==> src/rtl/core_pkg.sv <==
// Shared core types for the memory hazard controller: stall FSM state encoding
// and the default register-index width.
package core_pkg;
    localparam int REG_ADDR_W_DEF = 5;

    typedef enum logic [2:0] {
        IDLE    = 3'd0,
        RD_ARB  = 3'd1,
        RD_WAIT = 3'd2,
        WR_ARB  = 3'd3,
        WR_WAIT = 3'd4
    } state_t;
endpackage

==> src/rtl/mem_hazard_ctrl_if.sv <==
// Data-memory handshake bundle between the stall controller (master) and the
// data memory (slave).
interface mem_hazard_ctrl_if;
    logic mem_req;
    logic mem_we;
    logic mem_ready;
    logic mem_err;

    modport master (output mem_req, output mem_we, output mem_err, input mem_ready);
    modport slave  (input mem_req, input mem_we, input mem_err, output mem_ready);
endinterface

==> src/rtl/sat_counter.sv <==
// Saturating up-counter with synchronous active-low reset and a clear input
// that takes priority over increment.
module sat_counter #(
    parameter int WIDTH = 32
) (
    input  logic             clk,
    input  logic             rstN,
    input  logic             inc,
    input  logic             clr,
    output logic [WIDTH-1:0] cnt
);
    localparam logic [WIDTH-1:0] ONE = WIDTH'(1);

    always_ff @(posedge clk) begin
        if (!rstN)
            cnt <= '0;
        else if (clr)
            cnt <= '0;
        else if (inc && (cnt != '1))
            cnt <= cnt + ONE;
    end
endmodule

==> src/rtl/mem_hazard_ctrl.sv <==
// Pipeline stall controller: holds PC, IF/ID and ID/EX while a data-memory access
// runs (IDLE -> x_ARB -> x_WAIT -> IDLE), with access timeout and load-use bubble.
module mem_hazard_ctrl
    import core_pkg::*;
#(
    parameter int REG_ADDR_W     = REG_ADDR_W_DEF,
    parameter int TIMEOUT_CYCLES = 255,
    parameter int FWD_LOAD       = 1,
    parameter int CNT_W          = 32
) (
    input  logic                  clk,
    input  logic                  rstN,
    input  logic [REG_ADDR_W-1:0] IF_ID_rs1,
    input  logic [REG_ADDR_W-1:0] IF_ID_rs2,
    input  logic [REG_ADDR_W-1:0] ID_Ex_rd,
    input  logic                  ID_Ex_MemRead,
    input  logic                  ID_Ex_MemWrite,
    input  logic                  cnt_clr,
    output logic                  PC_write,
    output logic                  IF_ID_write,
    output logic                  ID_Ex_enable,
    output logic                  ID_Ex_flush,
    output logic [CNT_W-1:0]      stall_cnt,
    mem_hazard_ctrl_if.master     mem
);
    localparam int              TW     = $clog2(TIMEOUT_CYCLES + 1);
    localparam logic [TW-1:0]   T_LAST = TW'(TIMEOUT_CYCLES - 1);
    localparam logic [TW-1:0]   T_ONE  = TW'(1);

    state_t          state;
    state_t          state_nxt;
    logic [TW-1:0]   tcnt;
    logic            stall;
    logic            rel;
    logic            abort;
    logic            load_use;
    logic            err_q;

    always_ff @(posedge clk) begin
        if (!rstN) begin
            state <= IDLE;
            err_q <= 1'b0;
        end else begin
            state <= state_nxt;
            err_q <= abort;
        end
    end

    always_comb begin
        state_nxt   = state;
        stall       = 1'b0;
        rel         = 1'b0;
        abort       = 1'b0;
        mem.mem_req = 1'b0;
        mem.mem_we  = 1'b0;
        case (state)
            IDLE: begin
                if (ID_Ex_MemRead) begin
                    stall     = 1'b1;
                    state_nxt = RD_ARB;
                end else if (ID_Ex_MemWrite) begin
                    stall     = 1'b1;
                    state_nxt = WR_ARB;
                end
            end
            RD_ARB, WR_ARB: begin
                mem.mem_req = 1'b1;
                mem.mem_we  = (state == WR_ARB);
                stall       = 1'b1;
                if (!mem.mem_ready)
                    state_nxt = (state == RD_ARB) ? RD_WAIT : WR_WAIT;
            end
            RD_WAIT, WR_WAIT: begin
                mem.mem_we = (state == WR_WAIT);
                if (mem.mem_ready) begin
                    rel       = 1'b1;
                    state_nxt = IDLE;
                end else begin
                    stall = 1'b1;
                end
            end
            default: state_nxt = IDLE;
        endcase
        // Abort releases the pipeline like a normal completion, minus the bubble.
        if ((state != IDLE) && !rel && (tcnt == T_LAST)) begin
            abort     = 1'b1;
            stall     = 1'b0;
            state_nxt = IDLE;
        end
    end

    always_ff @(posedge clk) begin
        if (!rstN)
            tcnt <= '0;
        else if (state == IDLE)
            tcnt <= '0;
        else
            tcnt <= tcnt + T_ONE;
    end

    assign load_use = (FWD_LOAD == 0) && rel && (state == RD_WAIT) &&
                      (ID_Ex_rd != '0) &&
                      ((ID_Ex_rd == IF_ID_rs1) || (ID_Ex_rd == IF_ID_rs2));

    assign PC_write     = ~stall & ~load_use;
    assign IF_ID_write  = ~stall & ~load_use;
    assign ID_Ex_enable = ~stall;
    assign ID_Ex_flush  = load_use;
    assign mem.mem_err  = err_q;

    sat_counter #(.WIDTH(CNT_W)) u_stall_cnt (
        .clk  (clk),
        .rstN (rstN),
        .inc  (~PC_write),
        .clr  (cnt_clr),
        .cnt  (stall_cnt)
    );
endmodule

==> src/flat_wrapper.sv <==
// flat-port wrapper written by rule: the top's interface ports become plain ports
module mem_hazard_ctrl_flat import core_pkg::*;
#(
    parameter int REG_ADDR_W     = REG_ADDR_W_DEF,
    parameter int TIMEOUT_CYCLES = 255,
    parameter int FWD_LOAD       = 1,
    parameter int CNT_W          = 32
)
  (clk, rstN, IF_ID_rs1, IF_ID_rs2, ID_Ex_rd, ID_Ex_MemRead, ID_Ex_MemWrite, cnt_clr, PC_write, IF_ID_write, ID_Ex_enable, ID_Ex_flush, stall_cnt, mem_mem_req, mem_mem_we, mem_mem_err, mem_mem_ready);
  mem_hazard_ctrl_if mem_i ();
  input  logic clk;
  input  logic rstN;
  input  logic [REG_ADDR_W-1:0] IF_ID_rs1;
  input  logic [REG_ADDR_W-1:0] IF_ID_rs2;
  input  logic [REG_ADDR_W-1:0] ID_Ex_rd;
  input  logic ID_Ex_MemRead;
  input  logic ID_Ex_MemWrite;
  input  logic cnt_clr;
  output logic PC_write;
  output logic IF_ID_write;
  output logic ID_Ex_enable;
  output logic ID_Ex_flush;
  output logic [CNT_W-1:0] stall_cnt;
  output wire logic [$bits(mem_i.mem_req)-1:0] mem_mem_req;
  output wire logic [$bits(mem_i.mem_we)-1:0] mem_mem_we;
  output wire logic [$bits(mem_i.mem_err)-1:0] mem_mem_err;
  input wire logic [$bits(mem_i.mem_ready)-1:0] mem_mem_ready;
  assign mem_mem_req = mem_i.mem_req;
  assign mem_mem_we = mem_i.mem_we;
  assign mem_mem_err = mem_i.mem_err;
  assign mem_i.mem_ready = mem_mem_ready;
  mem_hazard_ctrl #(.REG_ADDR_W(REG_ADDR_W), .TIMEOUT_CYCLES(TIMEOUT_CYCLES), .FWD_LOAD(FWD_LOAD), .CNT_W(CNT_W)) u_core (.clk(clk), .rstN(rstN), .IF_ID_rs1(IF_ID_rs1), .IF_ID_rs2(IF_ID_rs2), .ID_Ex_rd(ID_Ex_rd), .ID_Ex_MemRead(ID_Ex_MemRead), .ID_Ex_MemWrite(ID_Ex_MemWrite), .cnt_clr(cnt_clr), .PC_write(PC_write), .IF_ID_write(IF_ID_write), .ID_Ex_enable(ID_Ex_enable), .ID_Ex_flush(ID_Ex_flush), .stall_cnt(stall_cnt), .mem(mem_i));
endmodule
==> config.mk <==
export PLATFORM = sky130hd
export DESIGN_NAME = mem_hazard_ctrl_flat
export DESIGN_NICKNAME = d
export VERILOG_FILES = /design/src/rtl/core_pkg.sv /design/src/rtl/mem_hazard_ctrl_if.sv /design/src/rtl/sat_counter.sv /design/src/rtl/mem_hazard_ctrl.sv /design/src/flat_wrapper.sv
export SDC_FILE = /design/constraint.sdc
export NUM_CORES = 1
export LEC_CHECK = 0
export CORE_MARGIN = 2
export CORE_UTILIZATION = 42
export CTS_CLUSTER_SIZE = 24
export DETAILED_ROUTE_END_ITERATION = 10
export MAX_ROUTING_LAYER = met4
export PLACE_DENSITY = 0.73
export REMOVE_ABC_BUFFERS = 1
export SLEW_MARGIN = 20
export SYNTH_ARGS = -nofsm -noshare
export SYNTH_HDL_FRONTEND = slang
export SYNTH_SLANG_ARGS = --single-unit
export TNS_END_PERCENT = 1
==> constraint.sdc <==
create_clock -name clk -period 2.7 [get_ports clk]
set_input_delay 0.54 -clock clk [delete_from_list [all_inputs] [get_ports clk]]
set_output_delay 0.54 -clock clk [all_outputs]
set_load 0.01 [all_outputs]
=== Yosys cells after proc, flatten, opt, wreduce, memory -nomap -nowiden ===
Index checks and enable logic that the tools add are counted.

* Register bits after elaboration: 44
* Output and inout port bits: 39

* $add $sub $neg: 2
* Equality and inequality tests: 9
* Mux-type cells: 16
* Bitwise operators: 2
* Reduce and logical (&&, ||, !) cells: 12

{| class="wikitable"
|+ Operators with widths
! operator !! count
|-
| $add A32 B1 Y32 const B || 1
|-
| $ne A32 B32 Y1 const B || 1
|-
| $mux W3 || 5
|-
| $reduce_or A2 Y1 || 5
|-
| $pmux W3 S3 || 1
|-
| $add A8 B1 Y8 const B || 1
|-
| $eq A8 B8 Y1 const B || 1
|-
| $mux W1 || 8
|-
| $eq A3 B2 Y1 const B || 2
|-
| $ne A2 B2 Y1 const B || 2
|-
| $eq A3 B1 Y1 const B || 1
|-
| $eq A3 B3 Y1 const B || 1
|-
| $logic_and A1 B1 Y1 || 3
|-
| $logic_not A3 Y1 || 1
|-
| $ne A3 B3 Y1 const B || 1
|-
| $pmux W1 S3 || 1
|-
| $reduce_and A3 Y1 || 1
|-
| $reduce_bool A3 Y1 || 1
|-
| $not A1 Y1 || 2
|-
| $pmux W1 S2 || 1
|-
| $logic_not A1 Y1 || 1
|}

=== Logic depth before layout (Yosys ltp) ===
Gate-level depths: netlist of the first run.

* Word-level depth: 8
* Mapped depth: 9

=== Hierarchy ===
A second synthesis of the first run with hierarchy kept.

* Cells, all modules: 279
* Area total of the unflattened synthesis: 2,346.0 um2

{| class="wikitable"
|+ By module, submodules not included
! module !! instances !! cells an instance !! area an instance (um2) !! sequential area each (um2)
|-
| sat_counter || 1 || 203 || 1,667.8 || 640.6
|-
| mem_hazard_ctrl || 1 || 76 || 678.2 || 240.2
|}

=== Worst setup path before layout of the first run ===
Ideal clock, no wire load.

* Kind: input port to output port
* Start: input port ID_Ex_MemRead
* End: output port IF_ID_write
* Arrival: 1,747 ps
* Required time: 2,160 ps
* Path slack: 413 ps
* Stages on the path: 7
* Cell sequence: or2_2 > a21oi_1 > a2bb2oi_4 > buf_2 > buf_2 > inv_1 > buf_4

* Word-level cells in the longest chain between the ends: 4

{| class="wikitable"
|+ Ends and longest elaborated chain
! what !! line !! text
|-
| from (decl) || flat_wrapper.sv:16 || <nowiki>input logic ID_Ex_MemRead;</nowiki>
|-
| $mux W1 || mem_hazard_ctrl.sv:58 || <nowiki>if (ID_Ex_MemRead) begin</nowiki>
|-
| $pmux W1 S3 || mem_hazard_ctrl.sv:56 || <nowiki>case (state)</nowiki>
|-
| $mux W1 || mem_hazard_ctrl.sv:85 || <nowiki>if ((state != IDLE) && !rel && (tcnt == T_LAST)) begin</nowiki>
|-
| $not A1 Y1 || - ||
|-
| to (decl) || flat_wrapper.sv:20 || <nowiki>output logic IF_ID_write;</nowiki>
|}

Every way passes these cells.

=== Worst setup path in the final report of the first run ===
* Start: input port ID_Ex_MemRead
* End: output port IF_ID_write

* Word-level cells in the longest chain between the ends: 4

{| class="wikitable"
|+ Ends and longest elaborated chain
! what !! line !! text
|-
| $mux W1 || mem_hazard_ctrl.sv:58 ||
|-
| $pmux W1 S3 || mem_hazard_ctrl.sv:56 ||
|-
| $mux W1 || mem_hazard_ctrl.sv:85 ||
|-
| $not A1 Y1 || mem_hazard_ctrl.sv:106 || <nowiki>assign IF_ID_write = ~stall & ~load_use;</nowiki>
|}

Every way passes these cells.

==> impl_metrics.csv, run 1 <==
group,metric,value,unit
logic_synthesis,ys_seq_area_frac,0.397,
placement,dpl.hpwl,3320,um
clock_tree,cts_buffer_depth,2,
drt,wl_met1,2160,um
clock_tree,clock_latency,0.30,ns
clock_tree,cts_max_level,2,
clock_tree,clk_pin_slew,0.08,ns
drt,ant_nets,0,
worst_setup_path,path_cells,"clkdlybuf4s50_1 > or2_2 > a21oi_4 > a2bb2oi_4 > inv_1 > dlygate4sd2_1",
pwr,p_leak,0.975,nW
layout,final_cell_mix,"dfxtp_1, clkdlybuf4s50_1, nor2_1, xor2_1, nand3_1",
floorplanning,rows,26,
drt,wl_per_cell,12.5,um
logic_synthesis,syn_area_per_cell,8.48,um^2
pwr,p_per_area,436,nW/um^2
logic_synthesis,synth_area,2220,um^2
placement,port-buffer-count,43,
run,cap_violations,0,
logic_synthesis,ys.warnings.count,0,
pwr,p_total,1.24,mW
drt,met3_length,182,um
worst_setup_path,crit_buf_inv,3,
worst_setup_path,critPathLaunchType,"input port",
pwr,seq_power_share,0.546,
layout,nNetsFinal,329,
clock_tree,post_cts_resized,4,
layout,drive_gt1_frac,0.0817,
global_routing,grt_max_degree,22,
pwr,pwr-share-clk,0.344,
worst_setup_path,crit_start,"ID_Ex_MemRead",
drt,route.met2.wl,2270,um
layout,utilization,0.557,
timing,hold_violations,0,
clock_tree,postCtsSetupBuffers,0,
timing,post-route-min-period,2.43,ns
clock_tree,cts_tree,"yes",
global_routing,grt_pass1_wl,8450,um
global_routing,grt_use_total,0.179,
drt,drc,0,
timing,max_freq,0.411,GHz
placement,gp_congestion,0.825,
worst_setup_path,rr_startpoint,"u_core.state[2]",
layout,diodes,0,
pwr,pwr-share-comb,0.110,
worst_setup_path,arrival,1.89,ns
worst_setup_path,crit_type,"input port to output pin",
timing,finalCritPeriodShare,0.901,
global_routing,first_global_vias,1842,
outcome,status,"finished, final reports clean",
placement,dp.cells,368,
logic_synthesis,synth-edff-count,0,
pwr,p_sw,310,uW
worst_setup_path,slowest_delay,0.42,ns
logic_synthesis,synth_cell_types,40,
worst_setup_path,critical-path-top-delay-family,"buffers and inverters",
worst_setup_path,endpoint_kind,"output pin",
floorplanning,start_util,0.435,
timing,tightest_slew,0.674,ns
logic_synthesis,synth-main-ff-cell,"dfxtp_1",
drt,drt-initial-drc-count,144,
timing,holdWs,0.472,ns
worst_setup_path,required,2.16,ns
drt,viasPerCell,5.36,
timing,rsz0062_at_grt,"false",
clock_tree,cts.hold.buffers_added,0,
clock_tree,clock_sinks,44,
timing,slew-limit-headroom,0.551,
drt,drt-pass1-iter-count,4,
drt,highest_layer,"met4",
layout,fillers,493,
global_routing,antenna_found_initial,0,
floorplanning,die_area,5890,um^2
layout,fin_cells,376,
placement,pre_cts_slack,-0.166,ns
timing,clock-skew-final,0.00583,ns
layout,areaGrowthSynthToFinish,28.0,%
floorplanning,die_x,76.7,um
logic_synthesis,syn_inst,262,
floorplanning,die_h,76.7,um
layout,final_common_cell,"dfxtp_1",
floorplanning,ios,60,
logic_synthesis,ys_seq_elements,44,
drt,vias,2017,
worst_setup_path,crit_path_top_delay_cell,"clkdlybuf4s50_1",
pwr,sw_frac_of_total,0.250,
global_routing,grt_overflow,0,
logic_synthesis,synthArstFlopShare,0,
floorplanning,core_area,5110,um^2
worst_hold_path,hp-class,"flop to flop",
worst_setup_path,cp_max_fo,3,
clock_tree,cts_buffers,5,
timing,setup_slack,0.267,ns
worst_hold_path,min_from,"u_core.tcnt[0]",
timing,setup_viol,0,
drt,drt_wl_total,4690,um
pwr,internal-power,929,uW
pwr,ir_drop,289,uV
clock_tree,cts_root_buf,"clkbuf_8",
timing,slew_viol_final,0,
## through the flow
step	instance area [um^2]	setup TNS, ns
finish	2840	0
global placement	2720	-0.802
global route	2840	0
detailed placement	2720	-1.03
CTS	2820	-0.0163
floorplan	2140	0
## power by group through the flow
| stage | Clock, mW | Combinational [mW] | Sequential [mW] |
|---|---|---|---|
| floorplan | 0 | 0.0742 | 0.687 |
| global placement | 0 | 0.133 | 0.689 |
| detailed placement | 0 | 0.136 | 0.690 |
| CTS | 0.446 | 0.134 | 0.675 |
| global route | 0.469 | 0.152 | 0.679 |
| finish | 0.426 | 0.137 | 0.676 |
## kinds of logic after synthesis
kind of cell | share of synthesized area
and+or+nand+nor | 0.327
DFF | 0.397
xor gates and xnor gates | 0.0986
adders and majority gates | 0.0169
AOI/OAI and AO/OA | 0.108
buffers and inverters | 0.0513
other | 0.00169
## final timing paths
path                                                   end  slack, ns  depth (start not counted)
worst max-delay path                           IF_ID_write       0.27                          6
worst max register to register  u_core.u_stall_cnt.cnt[31]       0.29                          7
worst min-delay path                        u_core.tcnt[0]       0.47                          1
worst min register to register              u_core.tcnt[0]       0.47                          1
## state kept, by name, indices dropped and copies added (netlist names)
signal	cells
u_core.state	3
u_core.u_stall_cnt.cnt	32
u_core.tcnt	8
u_core.mem.mem_err	1
## metal layers
| layer | vias to the layer above | GRT usage |
|---|---|---|
| li1 | 1019 | - |
| met1 | 953 | 0.215 |
| met2 | 39 | 0.297 |
| met3 | 6 | 0.0376 |
| met4 | 0 | 0.0655 |
| met5 | - | - |
## cell usage after synthesis (all sizes together) (7+ instances only)
cell type / number / area, um^2
or3: 8 / 55.1
nor2: 33 / 124
buf: 9 / 65.1
dfxtp: 44 / 881
nand2: 14 / 52.6
xor2: 22 / 193
and3: 7 / 43.8
nand4: 15 / 109
nand3: 23 / 125
o21ai: 9 / 45.0
inv: 8 / 30.0
a21oi: 15 / 75.1
## worst reg2reg max path, stage by stage (launching register included)
cell and delay, ns:
dfxtp_1 0.41, or3_4 0.44, nand4_4 0.13, a2bb2oi_4 0.15
buf_4 0.26, nand3_2 0.25, or4_1 0.56, a21oi_1 0.15
## final cells by class
class	count	area [um^2]	share of cell area
clock buffers	8	90.1	0.0317
repair buffers	50	498	0.175
flip-flops and latches	44	881	0.310
inverters	8	30.0	0.0106
well taps	70	87.6	0.0308
multi-input cells	196	1260	0.442
(Power assumes the default switching activity.)
==> run 2, diff against run 1 <==
--- a/config.mk
+++ b/config.mk
@@ -10,10 +10,11 @@
 export CTS_CLUSTER_SIZE = 24
 export DETAILED_ROUTE_END_ITERATION = 10
 export MAX_ROUTING_LAYER = met4
-export PLACE_DENSITY = 0.73
+export PLACE_DENSITY = 0.72
 export REMOVE_ABC_BUFFERS = 1
 export SLEW_MARGIN = 20
 export SYNTH_ARGS = -nofsm -noshare
 export SYNTH_HDL_FRONTEND = slang
+export SYNTH_HIERARCHICAL = 1
 export SYNTH_SLANG_ARGS = --single-unit
 export TNS_END_PERCENT = 1
==> impl_metrics.csv, run 2 <==
group,metric,value,unit
outcome,status,"finished, final reports clean",
timing,clock-skew-final,0.00491,ns
timing,slew-limit-headroom,0.564,
worst_hold_path,hp-class,"flop to flop",
layout,regMostFlops,"u_core/u_stall_cnt/cnt",
floorplanning,rows,27,
drt,drt_wl_total,5330,um
global_routing,grt_use_total,0.190,
floorplanning,start_util,0.431,
floorplanning,die_area,6200,um^2
logic_synthesis,ys_seq_elements,44,
timing,slew_viol_final,0,
timing,tightest_slew,0.649,ns
timing,post-route-min-period,2.55,ns
logic_synthesis,synth_area,2350,um^2
placement,dpl.hpwl,3910,um
pwr,seq_power_share,0.556,
logic_synthesis,synth_common_cells,"dfxtp_1, a21oi_1, nor2_1",
clock_tree,cts_buffer_depth,2,
worst_setup_path,critical-path-top-delay-family,"buffers and inverters",
timing,setup_viol,0,
layout,fillers,520,
global_routing,grt_max_degree,20,
layout,nNetsFinal,352,
worst_setup_path,cp_max_fo,4,
clock_tree,clk_pin_slew,0.07,ns
worst_setup_path,crit_path_top_delay_cell,"clkdlybuf4s50_1",
placement,port-buffer-count,43,
layout,diodes,0,
drt,wl_per_cell,13.4,um
logic_synthesis,synth_largest_area_cell,"dfxtp_1",
global_routing,antenna_found_initial,0,
global_routing,first_global_vias,1982,
timing,max_freq,0.392,GHz
global_routing,grt_overflow,0,
drt,vias,2215,
clock_tree,cts.hold.buffers_added,0,
timing,rsz0062_at_grt,"true",
logic_synthesis,netlist.area_leader.share,0.375,
layout,final_common_cell,"dfxtp_1",
worst_setup_path,required,2.16,ns
worst_setup_path,arrival,2.01,ns
layout,design_area,2970,um^2
drt,drc,0,
logic_synthesis,syn_inst,279,
pwr,internal-power,907,uW
drt,drt-initial-drc-count,133,
drt,drt-pass1-iter-count,4,
worst_setup_path,crit_type,"input port to output pin",
logic_synthesis,ys_seq_area_frac,0.375,
logic_synthesis,synth-main-ff-cell,"dfxtp_1",
drt,viasPerCell,5.57,
pwr,pwr-share-comb,0.138,
layout,largest_reg_flops,32,
pwr,pwr-share-clk,0.306,
clock_tree,cts_root_buf,"clkbuf_8",
pwr,sw_frac_of_total,0.255,
clock_tree,cts_max_level,2,
worst_setup_path,slowest_delay,0.46,ns
placement,gp_congestion,0.768,
logic_synthesis,synthArstFlopShare,0,
clock_tree,clock_sinks,44,
floorplanning,ios,60,
logic_synthesis,synth_area_leaders,"dfxtp_1, a21oi_1, or3_1",
placement,place_area,2900,um^2
worst_setup_path,critPathLaunchType,"input port",
drt,ant_nets,0,
pwr,p_leak,0.963,nW
layout,final_cell_mix,"dfxtp_1, clkdlybuf4s50_1, a21oi_1, nor2_1",
clock_tree,cts_tree,"yes",
logic_synthesis,syn_area_per_cell,8.41,um^2
timing,hold_violations,0,
global_routing,grt_pass1_wl,9200,um
worst_setup_path,endpoint_kind,"output pin",
logic_synthesis,synth_cell_types,55,
logic_synthesis,ys.warnings.count,6,
layout,top_regs,"u_core/u_stall_cnt/cnt: 32 flops, u_core/tcnt: 8 flops, u_core/state: 3 flops",
clock_tree,cts_buffers,5,
floorplanning,die_h,78.7,um
layout,drive_gt1_frac,0.107,
floorplanning,die_x,78.7,um
run,cap_violations,0,
floorplanning,core_area,5440,um^2
pwr,ir_drop,218,uV
worst_setup_path,path_cells,"clkdlybuf4s50_1 > nor2b_1 > a2111oi_4 > o21bai_1 > dlygate4sd2_1",
clock_tree,clock_latency,0.30,ns
logic_synthesis,synth.most_common_cell,"dfxtp_1",
layout,utilization,0.546,
pwr,p_sw,311,uW
worst_setup_path,crit_buf_inv,2,
clock_tree,postCtsSetupBuffers,0,
timing,finalCritPeriodShare,0.944,
layout,areaGrowthSynthToFinish,26.6,%
timing,holdWs,0.471,ns
logic_synthesis,synth-edff-count,0,
pwr,p_per_area,410,nW/um^2
-- run 2: power groups by stage --
stage	combinational, mW	clock, mW	sequential (mW)
after CTS	0.170	0.382	0.677
after floorplan	0.0887	0	0.689
after global routing	0.184	0.426	0.679
after global placement	0.171	0	0.691
final	0.168	0.372	0.677
after detailed placement	0.175	0	0.692
-- run 2: timing repair --
action,in CTS,in global routing
gates cloned,0,0
gates resized for setup,3,2
endpoints found under the setup margin,3,2
-- run 2: final timing paths --
kind                                     end  slack (ns)             from  cells past startpoint
hold reg to reg               u_core/tcnt[0]        0.47   u_core/tcnt[0]                      1
setup reg to reg  u_core/u_stall_cnt/cnt[18]        0.33  u_core/state[2]                      8
setup / recovery                 IF_ID_write        0.15    mem_mem_ready                      5
hold / removal                u_core/tcnt[0]        0.47   u_core/tcnt[0]                      1
-- run 2: area by class of cell --
class	instances	area (um^2)	area share
Tap cell	72	90.1	0.0303
Timing Repair Buffer	57	544	0.183
Multi-Input combinational cell	214	1360	0.459
Clock buffer	5	68.8	0.0232
Sequential cell	44	881	0.297
Inverter	6	22.5	0.00759
-- run 2: cell families (layout without fill, tap and decap cells) --
| logic type | count (synthesis) | in the layout | share of synthesized area |
|---|---|---|---|
| AND/OR/NAND/NOR | 129 | 129 | 0.314 |
| AO/OA/AOI/OAI | 66 | 66 | 0.186 |
| flip-flops | 44 | 44 | 0.375 |
| buffers and inverters | 21 | 68 | 0.0469 |
| XOR/XNOR | 14 | 14 | 0.0555 |
| adder cells (fa/ha/maj) | 3 | 3 | 0.0160 |
| other | 1 | 1 | 0.00160 |
| multiplexers | 1 | 1 | 0.00427 |
-- run 2: routing by layer --
layer  up-vias  track usage  routed length (um)
met3         6       0.0420                 263
li1       1120            -                   -
met4         0       0.0544                  65
met5         -            -                   0
met1      1039        0.261                2640
met2        50        0.282                2370
-- run 2: worst register-to-register path, stage by stage, from the launching register on --
cell	delay [ns]
dfxtp_1	0.53
or3b_1	0.38
a21oi_1	0.18
o21ba_1	0.21
nand4_1	0.17
a2111oi_1	0.46
buf_4	0.18
xnor2_1	0.10
nor2_1	0.05
-- run 2: stage by stage --
step,power (mW),std cells,setup TNS (ns),worst slack (ns)
after CTS,1.23,398,0,0.141
after floorplan,0.778,264,0,0.238
after global placement,0.862,393,-1.57,-0.132
after global routing,1.29,398,-0.0238,-0.0238
final,1.22,398,0,0.151
after detailed placement,0.867,393,-2.01,-0.153
==> run 3, diff against run 2 <==
--- a/config.mk
+++ b/config.mk
@@ -6,11 +6,12 @@
 export NUM_CORES = 1
 export LEC_CHECK = 0
 export CORE_MARGIN = 2
-export CORE_UTILIZATION = 42
+export CORE_UTILIZATION = 35
 export CTS_CLUSTER_SIZE = 24
 export DETAILED_ROUTE_END_ITERATION = 10
+export DONT_BUFFER_PORTS = 1
 export MAX_ROUTING_LAYER = met4
-export PLACE_DENSITY = 0.72
+export PLACE_DENSITY = 0.51
 export REMOVE_ABC_BUFFERS = 1
 export SLEW_MARGIN = 20
 export SYNTH_ARGS = -nofsm -noshare
==> impl_metrics.csv, run 3 (synthesized netlist as in run 2, its figures left out) <==
group,metric,value,unit
floorplanning,die_h,85.9,um
global_routing,grt_max_degree,26,
clock_tree,cts_buffer_depth,2,
timing,setup_viol,0,
layout,drive_gt1_frac,0.112,
placement,gp_congestion,0.756,
timing,fin_tns_setup,0,ns
floorplanning,die_area,7370,um^2
floorplanning,die_x,85.9,um
clock_tree,clk_pin_slew,0.09,ns
worst_setup_path,critPathLaunchType,"flop",
clock_tree,cts_max_level,2,
placement,dpl.hpwl,3910,um
global_routing,grt_use_total,0.160,
clock_tree,clock_latency,0.31,ns
worst_setup_path,crit_type,"flop to flop",
global_routing,grt_overflow,0,
timing,max_freq,0.407,GHz
run,cap_violations,0,
layout,final_common_cell,"dfxtp_1",
layout,areaGrowthSynthToFinish,6.40,%
global_routing,antenna_found_initial,0,
timing,finalCritPeriodShare,0.909,
layout,top_regs,"u_core/u_stall_cnt/cnt: 32 flops, u_core/tcnt: 8 flops, u_core/state: 3 flops",
global_routing,grt_pass1_wl,9100,um
drt,viasPerCell,5.67,
timing,post-route-min-period,2.45,ns
worst_setup_path,endpoint_kind,"flop",
floorplanning,start_util,0.365,
clock_tree,clock_sinks,44,
clock_tree,cts_tree,"yes",
drt,highest_layer,"met4",
timing,setup_slack,0.245,ns
layout,design_area,2500,um^2
global_routing,first_global_vias,1864,
worst_setup_path,arrival,2.65,ns
outcome,violations,"DRC",
timing,slew_viol_final,0,
timing,hold_violations,0,
clock_tree,postCtsSetupBuffers,0,
drt,drc,4,
drt,wl_per_cell,15.5,um
timing,slew-limit-headroom,0.527,
pwr,p_total,1.25,mW
layout,diodes,0,
drt,drt-initial-drc-count,88,
outcome,status,"complete, but fails checks",
layout,fillers,661,
drt,drt-pass1-iter-count,8,
placement,port-buffer-count,0,
timing,tightest_slew,0.704,ns
clock_tree,cts_buffers,5,
floorplanning,ios,60,
floorplanning,rows,29,
drt,wl_met1,2710,um
clock_tree,cts.hold.buffers_added,0,
placement,dp.cells,346,
worst_setup_path,required,2.89,ns
layout,nNetsFinal,300,
clock_tree,cts_root_buf,"clkbuf_8",
pwr,p_leak,0.761,nW
layout,final_cell_mix,"dfxtp_1, a21oi_1, nor2_1, nand2_1, or3_1",
placement,place_area,2390,um^2
timing,clock-skew-final,0.0132,ns
timing,rsz0062_at_grt,"false",
pwr,ir_drop,165,uV
drt,drt_wl_total,5470,um
pwr,p_per_area,500,nW/um^2
floorplanning,core_area,6420,um^2
worst_setup_path,cp_max_fo,11,
layout,regMostFlops,"u_core/u_stall_cnt/cnt",
drt,vias,2007,
drt,route.met2.wl,2370,um
drt,ant_nets,0,
drt,met3_length,321,um
layout,largest_reg_flops,32,
placement,pre_cts_slack,0.149,ns
worst_hold_path,hp-class,"input port to flop",
layout,fin_cells,354,
-- run 3: cell count changes in the layout (fill, tap and decap cells not counted), sizes merged --
cell | before | now
clkdlybuf4s50 | 40 | 0
clkinvlp | 0 | 2
dlygate4sd2 | 3 | 0
buf | 14 | 5
clkbuf | 5 | 6
-- run 3: per-layer routing --
metal	up-vias	track usage
li1	1019	-
met1	930	0.216
met2	52	0.232
met3	6	0.0414
met4	0	0.0519
met5	-	-
-- run 3: power by group --
part	internal, mW	switching (mW)	total [mW]	leakage (nW)
clock network	0.207	0.243	0.450	0.0434
registers	0.658	0.0203	0.679	0.356
logic	0.0439	0.0751	0.119	0.362
total	0.910	0.338	1.25	0.761
-- run 3: cell type report --
class / instances / area [um^2] / area share
clock inverter: 2 / 15.0 / 0.00602
timing repair buffer: 5 / 37.5 / 0.0150
sequential: 44 / 882 / 0.353
clock buffer: 6 / 82.6 / 0.0331
inverter: 6 / 22.5 / 0.00902
multi-input combinational: 214 / 1360 / 0.545
tap: 77 / 96.3 / 0.0386
-- run 3: worst paths after layout --
check                           cells past startpoint  slack [ns]             from                         end
worst max-delay path                                7        0.25  u_core/state[0]  u_core/u_stall_cnt/cnt[18]
worst min-delay path                                1        0.29    mem_mem_ready             u_core/state[2]
worst max register to register                      7        0.25  u_core/state[0]  u_core/u_stall_cnt/cnt[18]
worst min register to register                      1        0.48   u_core/tcnt[0]              u_core/tcnt[0]
-- run 3: metrics by stage --
| step | util | hold slack (ns) |
|---|---|---|
| floorplan | - | 0.430 |
| global placement | 0.372 | 0.446 |
| detailed placement | 0.372 | 0.456 |
| CTS | 0.388 | 0.285 |
| global route | 0.389 | 0.281 |
| finish | 0.389 | 0.290 |
-- run 3: repair_timing --
action                                 4_1_cts  5_1_grt
resized for setup                            0        3
endpoints found under the hold margin        0        0
setup endpoints to repair                    0        4
-- run 3: critical path, stage by stage, from the launching register on --
cell	delay [ns]
dfxtp_1	0.43
or3b_1	0.41
a21oi_1	0.18
o21ba_1	0.30
nand4_1	0.23
a2111oi_0	0.57
xnor2_1	0.18
nor2_1	0.05
